==> config.mk <==
export PLATFORM = sky130hd
export DESIGN_NAME = prog_loader
export DESIGN_NICKNAME = d
export VERILOG_FILES = /design/src/rtl/prog_loader.sv
export SDC_FILE = /design/constraint.sdc
export NUM_CORES = 1
export LEC_CHECK = 0
export CAP_MARGIN = 20
export CORE_MARGIN = 2
export CORE_UTILIZATION = 40
export DETAILED_ROUTE_END_ITERATION = 7
export PLACE_DENSITY_LB_ADDON = 0.1
export SYNTH_ARGS = -nofsm -noshare
export SYNTH_HDL_FRONTEND = slang
export SYNTH_SLANG_ARGS = --single-unit
==> constraint.sdc <==
create_clock -name clk_i -period 4.15 [get_ports clk_i]
set_input_delay 0.83 -clock clk_i [delete_from_list [all_inputs] [get_ports clk_i]]
set_output_delay 0.83 -clock clk_i [all_outputs]
set_load 0.02 [all_outputs]
==> src/rtl/prog_loader.sv <==
// Boot loader: receives a LEN/data/CHK byte frame, writes the payload
// into the 32x8 program store from address 0, and releases the CPU from
// reset only once the frame checksum is valid.
//
// Ports:
//   clk_i        system clock, rising edge
//   reset        synchronous active-high reset
//   byte_i       stream byte
//   byte_valid_i stream byte valid
//   byte_ready_o loader can accept a byte (IDLE/DATA/CHECK only)
//   load_req_i   one-cycle abort/restart request
//   mem_we_o     program memory write enable (one cycle per data byte)
//   mem_addr_o   program memory write address
//   mem_data_o   program memory write data
//   cpu_rst_o    CPU reset, low only while running
//   done_o       program loaded and checksum valid
//   err_o        framing or checksum error latched
module prog_loader #(
   parameter int ADDR_W = 5,
   parameter int DEPTH  = 32
) (
   input  logic              clk_i,
   input  logic              reset,
   input  logic [7:0]        byte_i,
   input  logic              byte_valid_i,
   output logic              byte_ready_o,
   input  logic              load_req_i,
   output logic              mem_we_o,
   output logic [ADDR_W-1:0] mem_addr_o,
   output logic [7:0]        mem_data_o,
   output logic              cpu_rst_o,
   output logic              done_o,
   output logic              err_o
);

   typedef enum logic [2:0] {
      IDLE,
      DATA,
      CHECK,
      RUN,
      ERR
   } state_t;

   localparam logic [8:0] MAX_LEN = 9'(DEPTH);
   localparam logic [ADDR_W:0] ONE = (ADDR_W+1)'(1);

   state_t            state;
   state_t            state_nx;
   logic [ADDR_W:0]   rem;
   logic [ADDR_W:0]   rem_nx;
   logic [ADDR_W-1:0] wptr;
   logic [ADDR_W-1:0] wptr_nx;
   logic [7:0]        sum;
   logic [7:0]        sum_nx;
   logic [7:0]        chk_sum;
   logic              wr;
   logic              acc;
   logic              len_bad;

   assign byte_ready_o = !reset &&
                         (state == IDLE || state == DATA || state == CHECK);
   assign acc     = byte_valid_i && byte_ready_o;
   assign chk_sum = sum + byte_i;
   assign len_bad = (byte_i == 8'h00) || ({1'b0, byte_i} > MAX_LEN);

   always_ff @(posedge clk_i) begin
      if (reset) begin
         state      <= IDLE;
         rem        <= '0;
         wptr       <= '0;
         sum        <= '0;
         mem_we_o   <= 1'b0;
         mem_addr_o <= '0;
         mem_data_o <= '0;
         cpu_rst_o  <= 1'b1;
         done_o     <= 1'b0;
         err_o      <= 1'b0;
      end else begin
         state    <= state_nx;
         rem      <= rem_nx;
         wptr     <= wptr_nx;
         sum      <= sum_nx;
         mem_we_o <= wr;
         if (wr) begin
            mem_addr_o <= wptr;
            mem_data_o <= byte_i;
         end
         // Status outputs follow the state being entered, so they
         // change in the very first cycle of RUN or ERR.
         cpu_rst_o <= (state_nx != RUN);
         done_o    <= (state_nx == RUN);
         err_o     <= (state_nx == ERR);
      end
   end

   always_comb begin
      state_nx = state;
      rem_nx   = rem;
      wptr_nx  = wptr;
      sum_nx   = sum;
      wr       = 1'b0;
      if (load_req_i) begin
         // Abort wins over a same-cycle byte: it is dropped unwritten.
         state_nx = IDLE;
         rem_nx   = '0;
         wptr_nx  = '0;
         sum_nx   = '0;
      end else if (acc) begin
         case (state)
            IDLE: begin
               if (len_bad) begin
                  state_nx = ERR;
               end else begin
                  rem_nx   = byte_i[ADDR_W:0];
                  sum_nx   = byte_i;
                  state_nx = DATA;
               end
            end
            DATA: begin
               wr      = 1'b1;
               sum_nx  = chk_sum;
               rem_nx  = rem - ONE;
               wptr_nx = wptr + 1'b1;
               if (rem == ONE) begin
                  state_nx = CHECK;
               end
            end
            CHECK: begin
               state_nx = (chk_sum == 8'h00) ? RUN : ERR;
            end
            default: begin
               state_nx = state;
            end
         endcase
      end
   end

endmodule

* After elaboration in Yosys (flattened, before gate mapping)
Cells that the tools add are included.
** Word-level totals
- Latch bits :: 0
- Output and inout bits :: 18
- Register bits :: 39
- ROM bits :: 0
- Input bits :: 12
- Bits in writable memories :: 0
- Memories kept :: 0
** Cells by class
- Div/mod/pow operators :: 0
- Reduce and logical (&&, ||, !) cells :: 13
- $add $sub $neg :: 3
- Magnitude comparators :: 1
- Equal/unequal tests :: 7
- Multiplexer cells :: 13
- Multiply operators :: 0
- Shifts and indexed selects :: 0
- Bitwise operators :: 0
** Operator list (count)
- $logic_not 8->1 :: 2
- $pmux 8 s2 :: 1
- $mux 3 :: 5
- $pmux 6 s2 :: 1
- $pmux 3 s3 :: 1
- $add 8x8->8 :: 1
- $gt 8x6->1 const B :: 1
- $mux 8 :: 1
- $eq 3x2->1 const B :: 2
- $eq 6x1->1 const B :: 1
- $mux 6 :: 1
- $sub 6x1->6 const B :: 1
- $add 5x1->5 const B :: 1
- $eq 3x1->1 const B :: 1
- $eq 3x3->1 const B :: 1
- $logic_not 3->1 :: 1
- $logic_or 1x1->1 :: 3
- $mux 1 :: 3
- $ne 3x2->1 const B :: 1
- $reduce_and 3->1 :: 1
- $logic_and 1x1->1 :: 2
- $ne 2x2->1 const B :: 1
- $reduce_and 2->1 :: 1
- $reduce_bool 2->1 :: 1
- 2 further kinds :: 2

* Longest topological paths before layout
- Depth in word-level cells :: 8
- Gate-level depth with buffers :: 9

* Least setup slack after synthesis
OpenSTA, ideal clock, no wires.
- Path kind :: input port to flip-flop
- From :: input port byte_i[1]
- To :: register cpu_rst_o
- Data arrival time :: 2.730 ns
- Data required time :: 4.028 ns
- Library setup time :: 0.122 ns
- Cell stages on the path :: 7
- Setup slack :: 1.299 ns
- Path buffers :: 0
- Cell sequence :: ha_1 -> a211o_1 -> and4_1 -> a2111oi_0 -> nand2_1 -> or2_2 -> a221o_1
** Between the ends
- Word-level cells in the longest chain between the ends :: 7
- Elaborated cells on any way between the ends :: 11
- Those cells by class :: add/sub: 1; order compare: 1; eq/ne: 1; mux: 5; reduce/logical: 3
** RTL lines
- from (decl) :: RTL line 24 : input logic [7:0] byte_i,
- $add 8x8->8, or another cell as far along :: RTL line 63 : assign chk_sum = sum + byte_i;
- $logic_not 8->1 or $logic_or 1x1->1 (tied branches) :: RTL line 129, 64
- $mux 3 (on tied branches) :: RTL line 129, 111
- $pmux 3 s3 * :: RTL line 109 : case (state)
- $mux 3 * :: RTL line 108 : end else if (acc) begin
- $mux 3 * :: RTL line 102 : if (load_req_i) begin
- $ne 3x2->1 * :: RTL line 90 : cpu_rst_o <= (state_nx != RUN);
- to (signal assigned) :: RTL line 90
- to (decl) :: RTL line 31 : output logic cpu_rst_o,
Mark *: on every way between the ends. The rest lies on a longest branch, timed or not.
A chain may end at the register's enable or synchronous reset.

* Worst setup path after layout
Ends and elaborated chain as after synthesis.

==> results.md <==
* Status: finished, final reports clean
* Part of the cycle the worst path needs at around four fifths
* R2R depth at 7
* H-tree depth at 2
* Fmax at between 200 and 300 MHz
* Min-delay src: sum[2]$_SDFFE_PP0P_
* Met2 Use GR at between 20% and 30%
* GRT busiest layer: met2
* Grt met1 use at 24.5%
* # DRC at 0
* Register area share after synthesis at between 30 and 40%
* WP data required at 4340 ps
* CTS resizes at 0
* Met3 GRT Util at under 10%
* Final Power at 0.776 mW
* Hold_ws at between 400 and 500 ps
* TNS Setup at 0 ps
* PD cells at a little over 300 mW/mm^2
* Syn_area_per_cell at 8.42 um^2
* CP max FO at 5
* Core area at between 0.005 and 0.006 mm^2
* Area Growth Syn to Fin at 21.1%
* FF+latch count, synth at 39
* Fin area at about 0.0026 mm^2
* CTS clk-pin slew, worst paths at approximately 80 ps
* Final worst slack at approximately 760 ps
* Most used DFF post-synth: dfxtp_1
* Post-Syn Nets at around 270
* Final ANT Viol Nets at 0
* Wire per inst at between 10 and 15 um
* CTS Buffer Depth at 2
* HP Class: register to register
* Startpoint Class: input port
* R2R Setup Slk at ~1600 ps
* Distinct cells, synth at 54
* Maximum number of pins on one net before global-route repair at 21
* GRT overflow at 0
* Layout cells sized above 1 at 7.17%
* Wirelength, routed at 5.03 mm
* CP Capture Type: register
* RR Endpoint: cpu_rst_o$_SDFF_PP1_
* Worst slack, placed at 434 ps
* Final Util at ~50%
* Drt pass-1 iters at 4
* Antenna violations before repair at 0
* Final setup vio count at 0
* Layout Cells excl Fill at 349
* CP Buf/Inv Count at 1
* CP top delay family: compound AO/OA/AOI/OAI gates
* Critical path's slowest cell: clkdlybuf4s50_1
* Max-slew headroom at a little over half
* Placed insts at around 340
* Worst path arrival time at between 3000 and 4000 ps
* CTS root buf: clkbuf_8
* Vias in the first global route at between 1,500 and 2,000
* IO Pins at 30
* RSZ-0062 raised after global routing: false
* # rows at 26
* First-pass GRT wire length at between 8 and 9 mm
* Final hold vios at 0
* CTS tree: done
* Initial Util at 41.4%
* Die H at around 77 um
* Placer Congestion at between 0.8 and 0.9
* Setup bufs post-CTS at 0
* VDD IR-drop max at between 200 and 250 uV
* Setup Crit Path Kind: input port to register
* Post-synth EDFFs at 0
* Hpwl dp at 3.63 mm
* Via Count at 1,881
* Post-placement cell area at ~0.0024 mm^2
* Post-Syn Instances at approximately 250
* Fillers at 527
* Worst-path cell chain: clkdlybuf4s50_1, ha_1, a211o_1, and4_1, a2111oi_0, nand2_1, or2_2, a221o_1
* I/O Buffers at 29
* Layout Skew at 6.41 ps
* Synthesized area at roughly 0.0021 mm^2
* Max_cap viols at 0
* Hold EP: sum[2]$_SDFFE_PP0P_
* Reg2reg start: sum[1]$_SDFFE_PP0P_
* Cts-stage hold buffer count at 0
* FFs w/ async S/R, synth at 0%
* Count of warnings emitted by yosys at 0
* Hold depth at 2
* Leakage power at 0.884 nW
* Fin crit period at 3390 ps
* Max stage delay on crit path at 610 ps
* Die ar. at ~0.0059 mm^2
* Clock Sinks at 39
* Total track usage at approximately 18%
* Die W at ~77 um
* Multi-input logic area at roughly 0.0013 mm^2
* Iter 0 DRT Violations at between 90 and 100
* Fin. max-slew vios at 0
* Clk_lat worst skew at between 200 and 300 ps
* Vias/cell at approximately 5.4
* Sequential cell area at just under 800 um^2
* Worst slew pin tran at 715 ps
* Final net count at roughly 300
* Num CTS Buffers at 5
* Ant diodes at 0
[tightest hold or removal path, cell delays in order (launching register included)]
cell	delay, ps
dfxtp_1	330
nand2_1	60
a21oi_1	50
[layout make-up]
cell class,instances,area share [%]
clock buffers,5,2.69
multi-input cells,196,48.9
repair buffers,31,11.9
clock inverters,3,1.81
well taps,70,3.42
inverters,5,0.733
flip-flops and latches,39,30.5
[logic make-up (layout without fill, tap and decap cells)]
family | Yosys count | count (layout) | share of synthesized area [%]
mux | 13 | 13 | 6.15
simple gates | 104 | 104 | 23.7
compound gates | 62 | 62 | 20.1
xor+xnor | 6 | 6 | 2.49
flops | 39 | 39 | 36.9
buf+inv | 16 | 44 | 3.79
fa+ha+maj | 11 | 11 | 6.86
[power breakdown]
group          internal [mW]  total [mW]  switching (mW)  leakage (nW)
Combinational         0.0307      0.0737          0.0430         0.515
Clock                  0.181       0.324           0.143        0.0548
Sequential             0.376       0.378         0.00186         0.314
Total                  0.588       0.776           0.188         0.884
[metal layers]
layer  vias up  part of all wire, %  wire (um)
met1       879                   50       2510
met5         -                    0          0
met4         0                 0.74         37
li1        960                    -          -
met2        38                   45       2260
met3         4                  4.5        224
[sequential cells by signal (all words and copies together), names as in the netlist]
register    count
mem_we_o        1
rem             6
err_o           1
mem_data_o      8
state           3
wptr            5
cpu_rst_o       1
sum             8
mem_addr_o      5
done_o          1
[cells in the mapped netlist (all sizes together), types with 3 or more instances]
| library cell | count | area share [%] |
|---|---|---|
| a2111oi | 3 | 1.2 |
| a211oi | 4 | 1.4 |
| a21oi | 14 | 3.3 |
| a311oi | 4 | 1.7 |
| buf | 5 | 1.4 |
| clkbuf | 6 | 1.5 |
| dfxtp | 39 | 37 |
| ha | 10 | 5.9 |
| inv | 5 | 0.89 |
| mux2i | 13 | 6.2 |
| nand2 | 27 | 5.0 |
| nand3 | 5 | 1.2 |
| nor2 | 42 | 7.5 |
| nor3 | 5 | 1.4 |
| nor3b | 3 | 1.1 |
| o21a | 5 | 1.8 |
| o21ai | 15 | 3.6 |
| or2 | 3 | 0.89 |
| or3 | 4 | 1.4 |
| xnor2 | 3 | 1.2 |
| xor2 | 3 | 1.2 |
[worst max path at each step]
stage	start	endpoint	slack, ps	cells after the start
floorplan	byte_i[1]	cpu_rst_o$_SDFF_PP1_	1300	7
global placement	byte_i[1]	cpu_rst_o$_SDFF_PP1_	480	8
detailed placement	byte_i[1]	cpu_rst_o$_SDFF_PP1_	430	8
CTS	byte_i[1]	cpu_rst_o$_SDFF_PP1_	740	8
global route	byte_i[0]	cpu_rst_o$_SDFF_PP1_	590	9
finish	byte_i[1]	cpu_rst_o$_SDFF_PP1_	760	8
[cell usage in the layout (no fill, tap or decap), drive strengths merged, types with 2 or more instances in the layout]
cell            n
a2111oi         3
o21a            5
or2             3
nor3            5
xor2            3
o41ai           2
clkbuf          5
nand4           2
clkdlybuf4s50  29
nand2b          2
mux2i          13
a211o           2
buf             2
o31ai           2
o21ai          15
a21oi          14
a311oi          4
inv             6
and2            2
dfxtp          39
nand3           5
xnor2           3
nor2           42
ha             10
a211oi          4
nand2          27
or3             4
nor3b           3
a221o           2
Note: power is estimated with default switching activity, not from simulation.
